==> src/rtl/control_rw_burst.sv <==
// Burst sequencer for memory reads and writes through a serial transceiver, with a WaitTransferDone timeout.
// Done and Error are registered pulses; Active=0 stalls the flow, and ValidCmd is ignored while Busy.
module control_rw_burst #(
  parameter int ADDR_W  = 8,
  parameter int BURST_W = 4,
  parameter int TIMEOUT = 255
) (
  input  logic               Clk,
  input  logic               ResetN,
  input  logic               ValidCmd,
  input  logic               RW,
  input  logic               Mode,
  input  logic               Active,
  input  logic [BURST_W-1:0] BurstLen,
  input  logic [ADDR_W-1:0]  BaseAddr,
  input  logic               TransferDone,
  output logic               CmdAccept,
  output logic               AccessMem,
  output logic               RWMem,
  output logic [ADDR_W-1:0]  MemAddr,
  output logic               SampleData,
  output logic               TransferData,
  output logic               Busy,
  output logic               Done,
  output logic               Error
);

  localparam logic [2:0] S_IDLE   = 3'd0;
  localparam logic [2:0] S_READ   = 3'd1;
  localparam logic [2:0] S_SAMPLE = 3'd2;
  localparam logic [2:0] S_START  = 3'd3;
  localparam logic [2:0] S_WAIT   = 3'd4;
  localparam logic [2:0] S_WRITE  = 3'd5;

  localparam int TMO_W = (TIMEOUT > 1) ? $clog2(TIMEOUT) : 1;

  logic [2:0]         state_q;
  logic [2:0]         state_d;
  logic               rw_q;
  logic               mode_q;
  logic [BURST_W-1:0] len_q;
  logic [BURST_W-1:0] beat_q;
  logic [ADDR_W-1:0]  addr_q;
  logic [TMO_W-1:0]   tmo_q;
  logic               done_q;
  logic               error_q;
  logic               beat_inc;
  logic               finish;
  logic               abort;
  logic               last_beat;
  logic               tmo_hit;
  logic               step_ok;

  assign step_ok   = Active && !TransferDone;
  assign last_beat = (beat_q == len_q);
  // tmo_q counts WaitTransferDone cycles already elapsed, so the limit is hit during the TIMEOUT-th one.
  assign tmo_hit   = (TIMEOUT != 0) && (tmo_q == TMO_W'(TIMEOUT - 1));

  assign CmdAccept = ResetN && (state_q == S_IDLE) && ValidCmd && Active;

  always_comb begin
    state_d  = state_q;
    beat_inc = 1'b0;
    finish   = 1'b0;
    abort    = 1'b0;
    case (state_q)
      S_IDLE: begin
        if (CmdAccept) begin
          if (!Mode)   state_d = S_SAMPLE;
          else if (RW) state_d = S_WRITE;
          else         state_d = S_READ;
        end
      end
      S_READ:   if (step_ok) state_d = S_SAMPLE;
      S_SAMPLE: if (step_ok) state_d = S_START;
      S_START:  if (step_ok) state_d = S_WAIT;
      S_WAIT: begin
        if (TransferDone) begin
          if (!mode_q || last_beat) begin
            finish = 1'b1;
          end else begin
            beat_inc = 1'b1;
            state_d  = S_READ;
          end
        end else if (tmo_hit) begin
          abort = 1'b1;
        end
      end
      S_WRITE: begin
        if (Active) begin
          if (last_beat) finish   = 1'b1;
          else           beat_inc = 1'b1;
        end
      end
      default: state_d = S_IDLE;
    endcase
    if (finish || abort) state_d = S_IDLE;
  end

  always_ff @(posedge Clk or negedge ResetN) begin
    if (!ResetN) begin
      state_q <= S_IDLE;
      rw_q    <= 1'b0;
      mode_q  <= 1'b0;
      len_q   <= '0;
      beat_q  <= '0;
      addr_q  <= '0;
      tmo_q   <= '0;
      done_q  <= 1'b0;
      error_q <= 1'b0;
    end else begin
      state_q <= state_d;
      done_q  <= finish;
      error_q <= abort;
      if (CmdAccept) begin
        rw_q   <= RW;
        mode_q <= Mode;
        len_q  <= BurstLen;
        addr_q <= BaseAddr;
        beat_q <= '0;
      end else if (beat_inc) begin
        addr_q <= addr_q + 1'b1;
        beat_q <= beat_q + 1'b1;
      end
      if (state_q == S_WAIT) tmo_q <= tmo_q + 1'b1;
      else                   tmo_q <= '0;
    end
  end

  assign AccessMem    = (state_q == S_READ) || ((state_q == S_WRITE) && Active);
  assign RWMem        = (state_q == S_WRITE) && Active && rw_q;
  assign MemAddr      = addr_q;
  assign SampleData   = (state_q == S_SAMPLE);
  assign TransferData = (state_q == S_START);
  assign Busy         = (state_q != S_IDLE);
  assign Done         = done_q;
  assign Error        = error_q;

endmodule

==> config.mk <==
export PLATFORM = sky130hd
export DESIGN_NAME = control_rw_burst
export DESIGN_NICKNAME = d
export VERILOG_FILES = /design/src/rtl/control_rw_burst.sv
export SDC_FILE = /design/constraint.sdc
export NUM_CORES = 1
export LEC_CHECK = 0
export CAP_MARGIN = 20
export CORE_ASPECT_RATIO = 0.8
export CORE_MARGIN = 2
export CORE_UTILIZATION = 37
export CTS_BUF_LIST = sky130_fd_sc_hd__clkbuf_8 sky130_fd_sc_hd__clkbuf_16
export DETAILED_ROUTE_END_ITERATION = 16
export PLACE_DENSITY = 0.66
export SYNTH_ARGS = -nofsm -noshare
export SYNTH_HDL_FRONTEND = slang
export SYNTH_SLANG_ARGS = --single-unit
==> constraint.sdc <==
create_clock -name Clk -period 1.5 [get_ports Clk]
set_input_delay 0.3 -clock Clk [delete_from_list [all_inputs] [get_ports Clk]]
set_output_delay 0.3 -clock Clk [all_outputs]
set_load 0.05 [all_outputs]
# --- Word-level counts from Yosys, hierarchy flattened ---
# Index checks and enable logic that the tools add are counted.
word_totals:
  word_cells: 69
  out_inout_bits: 16
  reg_bits: 31
  inputBits: 19
classes:
  mux: 28
  n_eq_ne: 14
  add_sub_neg: 3
  reduce_logical: 15
ops:
  columns: ["op", "n"]
  rows:
  - ["$mux W3", 9]
  - ["$mux W8", 3]
  - ["$pmux W3 S6", 1]
  - ["$add A8 B1 Y8 const B", 2]
  - ["$mux W1", 11]
  - ["$ne A3 B3 Y1 const B", 3]
  - ["$eq A8 B8 Y1 const B", 1]
  - ["$mux W4", 2]
  - ["$reduce_and A7 Y1", 1]
  - ["$eq A3 B2 Y1 const B", 2]
  - ["$eq A3 B3 Y1 const B", 2]
  - ["$logic_and A1 B1 Y1", 6]
  - ["$ne A3 B1 Y1 const B", 2]
  - ["$add A4 B1 Y4 const B", 1]
  - ["$eq A4 B4 Y1", 1]
  - ["$pmux W1 S2", 2]
  - ["$eq A3 B1 Y1 const B", 1]
  - ["$logic_not A3 Y1", 1]
  - ["$logic_or A1 B1 Y1", 3]
  - ["$ne A3 B2 Y1 const B", 1]
  - ["$reduce_bool A3 Y1", 1]
  - ["$logic_not A1 Y1", 2]
  - ["$ne A2 B2 Y1 const B", 1]
  - ["$reduce_bool A2 Y1", 1]

# --- Longest topological paths before layout ---
depth:
  ltp_word: 8
  depth_mapped: 7
  depth_no_buf: 6

# --- Worst setup path after synthesis ---
# Ideal clock, no wire load.
synth_path:
  kind: "register -> output"
  from: "register state_q[0]"
  to: "output AccessMem"
  arrival_ns: 1.794
  path_stages_with_launch: 3
  slack_ns: -0.594
  path_cell_list: "dfrtp_1 -> clkbuf_1 -> nor3b_1"
synth_via:
  elab_chain_cells: 3
  elab_cells_between_ends: 4
  classes_between: "eq/ne (2); reduce/logical (2)"
synth_rtl:
  columns: ["element", "line", "source"]
  rows:
  - ["start, declared", "37", "logic [2:0] state_q;"]
  - ["start signal, assigned", "112", "state_q <= state_d;"]
  - ["$eq A3 B3 Y1", "130", "assign AccessMem = (state_q == S_READ) || ((state_q == S_WRITE) && Active);"]
  - ["$logic_and A1 B1 Y1", "130", null]
  - ["$logic_or A1 B1 Y1 (*)", "130", null]
  - ["end, declared", "18", "output logic AccessMem,"]
# Every way passes the cells marked *; elsewhere a longest branch is shown, timed or not.

# --- Worst setup path in the final report ---
layout_path:
  from: "register state_q[1]"
  to: "output CmdAccept"
layout_via:
  elab_chain_cells: 4
layout_rtl:
  columns: ["element", "line", "source"]
  rows:
  - ["$logic_not A3 Y1", "59", "assign CmdAccept = ResetN && (state_q == S_IDLE) && ValidCmd && Active;"]
  - ["$logic_and A1 B1 Y1 (3 in a row)", "59", null]
  - ["end, declared", "17", "output logic CmdAccept,"]
# No other way between the ends.

==> qor_table.md <==
| Item | Value | Unit |
|:---|:---|:---|
| Critical Path Sink Type | output pin | - |
| Total of flip-flops plus latches after synthesis | 31 | - |
| Maximum clock skew at final layout | 15.2 | ps |
| Floorplan die height | 65.0 | microns |
| Number of placed I/O pins | 35 | - |
| Arrival time of the worst setup path | 1440 | ps |
| Net count of the mapped netlist | 215 | - |
| Power per standard cell area | 1840 | nW/um^2 |
| Placed cells | 301 | - |
| Horiz. Die Dim | 80.3 | microns |
| Area of combinational cells with multiple inputs | 1130 | sq um |
| Relative slew slack | 80.3 | % |
| Remaining DRCs | 0 | - |
| Vias after detailed routing | 1,759 | - |
| Number of setup violations in the final report | 23 | - |
| Cell at the root of the clock tree | sky130_fd_sc_hd__clkbuf_8 | - |
| Total wire length | 5.33 | mm |
| Standby leakage power | 1.27 | nW |
| Share of the yosys chip area belonging to registers | 45.0 | % |
| Post-synth design cell area | 1720 | sq um |
| Count of endpoints failing hold in the final timing report | 0 | - |
| DPL Wire Length | 3.04 | mm |
| Max-slew violation total from the final report | 0 | - |
| Placement Cell Area | 2470 | sq um |
| Clock tree from TritonCTS | yes | - |
| Clock sinks | 31 | - |
| Clock edge transition at the registers on the reported setup and hold paths | 80 | ps |
| Clock insertion delay at the later pin of the skew report | 280 | ps |
| Fraction of layout instances using a drive strength above 1 | 43.3 | % |
| IO buf count | 34 | - |
| Number of placement rows | 22 | - |
| Kind of start point of the critical path | flop | - |
| Sum of overflow across all layers after global routing | 0 | - |
| Outcome | finished, violations left | - |
| Post-route core utilization | 65.9 | % |
| Sequential standard cell area | 781 | sq um |
| Maximum frequency from static timing analysis | 0.575 | GHz |
| Hold-fix buffers, CTS | 0 | - |
| Worst Setup Path Type | reg -> out | - |
| Number of unique standard cell types used by synthesis | 38 | - |
| Via/cell ratio | 5.36 | - |
| Number of buffers on the longest clock path | 2 | - |
| Final period utilization | 116 | % |
| Number of CTS-inserted buffers | 5 | - |
| Area growth syn-to-layout | 73.7 | % |
| RSZ-0062 raised after global routing | true | - |
| Last weighted congestion value of the routability-driven placer | 0.811 | - |
| GR Util All Layers | 19.3 | % |
| H-tree depth reported by CTS | 2 | - |
| Failing checks | setup timing | - |
| Largest fanout on the critical path | 4 | - |
| Time the worst path needs with I/O delays and setup | 1740 | ps |
| Core region area | 4540 | sq um |
| Average routed wire per standard cell | 16.2 | microns |
| Post-route cell area | 2990 | sq um |
| Detailed-router iteration count before antenna repair | 4 | - |
| Antenna violations before repair | 0 | - |
| Diode insertion count for antenna repair | 0 | - |
| Remaining antenna violation count | 0 | - |
| HP Class | in -> async | - |
| Max-cap violations | 0 | - |
| Number of global-route vias before repair | 1,632 | - |
| First DRT Iteration DRCs | 201 | - |
| Avg Inst Size Synth | 8.97 | sq um |
| Post-route insts no fill | 328 | - |
| Endpoint required time on the critical path | 1200 | ps |
| Yosys warnings | 0 | - |
| Post-Syn Instances | 192 | - |
| Filler cell count | 348 | - |
| Fin worst setup slack | -239 | ps |
| Area of the die | 5220 | sq um |
| IR drop worst, VDD | 0.000842 | V |
| Number of nets in the final layout | 290 | - |
| Pin count of the biggest net entering global routing | 22 | - |
| Wire length of the first global-routing pass | 7.71 | mm |
| Worst-Margin Slew | 292 | ps |
| Initial core utilization | 37.9 | % |
-- worst paths after layout --
| kind | startpoint | end | slack (ps) | depth (start not counted) |
|---|---|---|---|---|
| worst max register to register | state_q[1] | MemAddr[5] | -140 | 7 |
| worst min-delay path | ResetN | MemAddr[4] | 410 | 2 |
| worst max-delay path | state_q[1] | CmdAccept | -240 | 4 |
| max in group asynchronous | ResetN | MemAddr[2] | 790 | 2 |
| min in group Clk | rw_q | rw_q | 490 | 2 |
| worst min register to register | rw_q | rw_q | 490 | 2 |
-- layout make-up --
type	instances	share of cell area [%]
multi-input combinational	147	37.6
timing repair buffer	77	29.9
sequential	31	26.1
tap	60	2.51
inverter	5	0.794
clock buffer	6	2.76
clock inverter	2	0.293
-- where the power goes --
part / total (W) / internal (W) / switching [W]
Combinational: 0.00337 / 0.00167 / 0.00170
Sequential: 0.00144 / 0.00109 / 0.000346
Clock: 0.000687 / 0.000364 / 0.000324
Total: 0.00550 / 0.00313 / 0.00237
-- cells by family after synthesis --
group | synth area share [%]
and+or+nand+nor | 27.5
DFF | 45.0
buffers and inverters | 4.21
AOI/OAI and AO/OA | 15.2
muxes | 1.16
xor gates and xnor gates | 4.07
adders and majority gates | 2.90
-- per-stage QoR --
step	hold WS (ps)	total power, W	setup TNS [ps]	setup slack [ps]
6_report	408	0.00550	-2530	-239
5_1_grt	408	0.00577	-3750	-280
4_1_cts	409	0.00495	-1380	-238
3_5_place_dp	454	0.00403	-5800	-381
3_3_place_gp	452	0.00399	-5360	-361
2_1_floorplan	4.41	0.00285	-906	-138
-- state kept, by name (all words and copies together) (netlist names) --
name,flops
state_q,3
Done,1
MemAddr,8
tmo_q,8
rw_q,1
Error,1
beat_q,4
len_q,4
mode_q,1
-- layout by cell type, fill, tap and decap left out, types with 3 or more instances in the layout --
cell	instances
sky130_fd_sc_hd__nor2_1	8
sky130_fd_sc_hd__inv_1	5
sky130_fd_sc_hd__o31ai_1	4
sky130_fd_sc_hd__or4_1	4
sky130_fd_sc_hd__xor2_1	3
sky130_fd_sc_hd__nor2_2	5
sky130_fd_sc_hd__or3_1	4
sky130_fd_sc_hd__clkdlybuf4s50_1	17
sky130_fd_sc_hd__clkbuf_8	6
sky130_fd_sc_hd__dfrtp_1	27
sky130_fd_sc_hd__nand3_1	11
sky130_fd_sc_hd__a31oi_1	6
sky130_fd_sc_hd__nand4b_1	3
sky130_fd_sc_hd__ha_1	4
sky130_fd_sc_hd__buf_4	29
sky130_fd_sc_hd__buf_12	16
sky130_fd_sc_hd__a21oi_1	10
sky130_fd_sc_hd__nand2_2	6
sky130_fd_sc_hd__dfrtp_2	4
sky130_fd_sc_hd__xnor2_2	4
sky130_fd_sc_hd__nand4_1	5
sky130_fd_sc_hd__and3_1	3
sky130_fd_sc_hd__o21ai_0	7
sky130_fd_sc_hd__buf_6	11
sky130_fd_sc_hd__nand2_1	14
sky130_fd_sc_hd__nor2_4	3
-- routing by layer --
layer,share of wire [%],vias up,track usage [%]
li1,-,852,-
met1,45,837,26.5
met2,47,60,30.2
met3,6.2,10,4.18
met4,1.7,0,6.57
met5,0,-,0
-- synth_stat cells --
cell / count / area [sq um]
sky130_fd_sc_hd__nor3_1: 2 / 10.0
sky130_fd_sc_hd__xor2_1: 3 / 26.3
sky130_fd_sc_hd__mux2i_1: 2 / 20.0
sky130_fd_sc_hd__o41ai_1: 1 / 8.76
sky130_fd_sc_hd__o21a_1: 2 / 15.0
sky130_fd_sc_hd__inv_1: 5 / 18.8
sky130_fd_sc_hd__a31oi_1: 8 / 50.1
sky130_fd_sc_hd__and4_4: 1 / 11.3
sky130_fd_sc_hd__a311oi_1: 1 / 8.76
sky130_fd_sc_hd__dfrtp_1: 31 / 776
sky130_fd_sc_hd__xnor2_1: 5 / 43.8
sky130_fd_sc_hd__and2_1: 2 / 12.5
sky130_fd_sc_hd__nor3b_1: 2 / 15.0
sky130_fd_sc_hd__nand2b_1: 4 / 25.0
sky130_fd_sc_hd__nand4_1: 5 / 31.3
sky130_fd_sc_hd__and3_1: 4 / 25.0
sky130_fd_sc_hd__clkbuf_2: 1 / 5.00
sky130_fd_sc_hd__nand4b_1: 3 / 26.3
sky130_fd_sc_hd__nor2b_1: 3 / 18.8
sky130_fd_sc_hd__o21ai_1: 1 / 5.00
sky130_fd_sc_hd__and3b_1: 2 / 17.5
sky130_fd_sc_hd__o21ai_0: 9 / 45.0
sky130_fd_sc_hd__buf_2: 3 / 15.0
sky130_fd_sc_hd__buf_6: 1 / 11.3
sky130_fd_sc_hd__o31ai_1: 6 / 45.0
sky130_fd_sc_hd__clkbuf_1: 6 / 22.5
sky130_fd_sc_hd__and2b_1: 1 / 7.51
sky130_fd_sc_hd__a21oi_1: 11 / 55.1
sky130_fd_sc_hd__nor4bb_1: 1 / 10.0
sky130_fd_sc_hd__ha_1: 4 / 50.1
sky130_fd_sc_hd__nand3_1: 11 / 55.1
sky130_fd_sc_hd__or4_1: 5 / 37.5
sky130_fd_sc_hd__o21bai_1: 1 / 7.51
sky130_fd_sc_hd__a2bb2oi_1: 1 / 8.76
sky130_fd_sc_hd__nand2_1: 21 / 78.8
sky130_fd_sc_hd__o22ai_1: 2 / 12.5
sky130_fd_sc_hd__nor2_1: 16 / 60.1
sky130_fd_sc_hd__or3_1: 5 / 31.3
-- worst max-delay path, cell delays in order (launching register included) --
cell	delay [ps]
sky130_fd_sc_hd__dfrtp_1	410
sky130_fd_sc_hd__or3_4	380
sky130_fd_sc_hd__nand2b_4	170
sky130_fd_sc_hd__clkinv_4	70
sky130_fd_sc_hd__buf_12	120
-- repair_timing --
item | CTS | global route
gates cloned | 1 | 3
pin swaps | 9 | 18
setup endpoints to repair | 16 | 36
gates resized for setup | 21 | 49
setup buffers | 11 | 7
(Power assumes the default switching activity.)
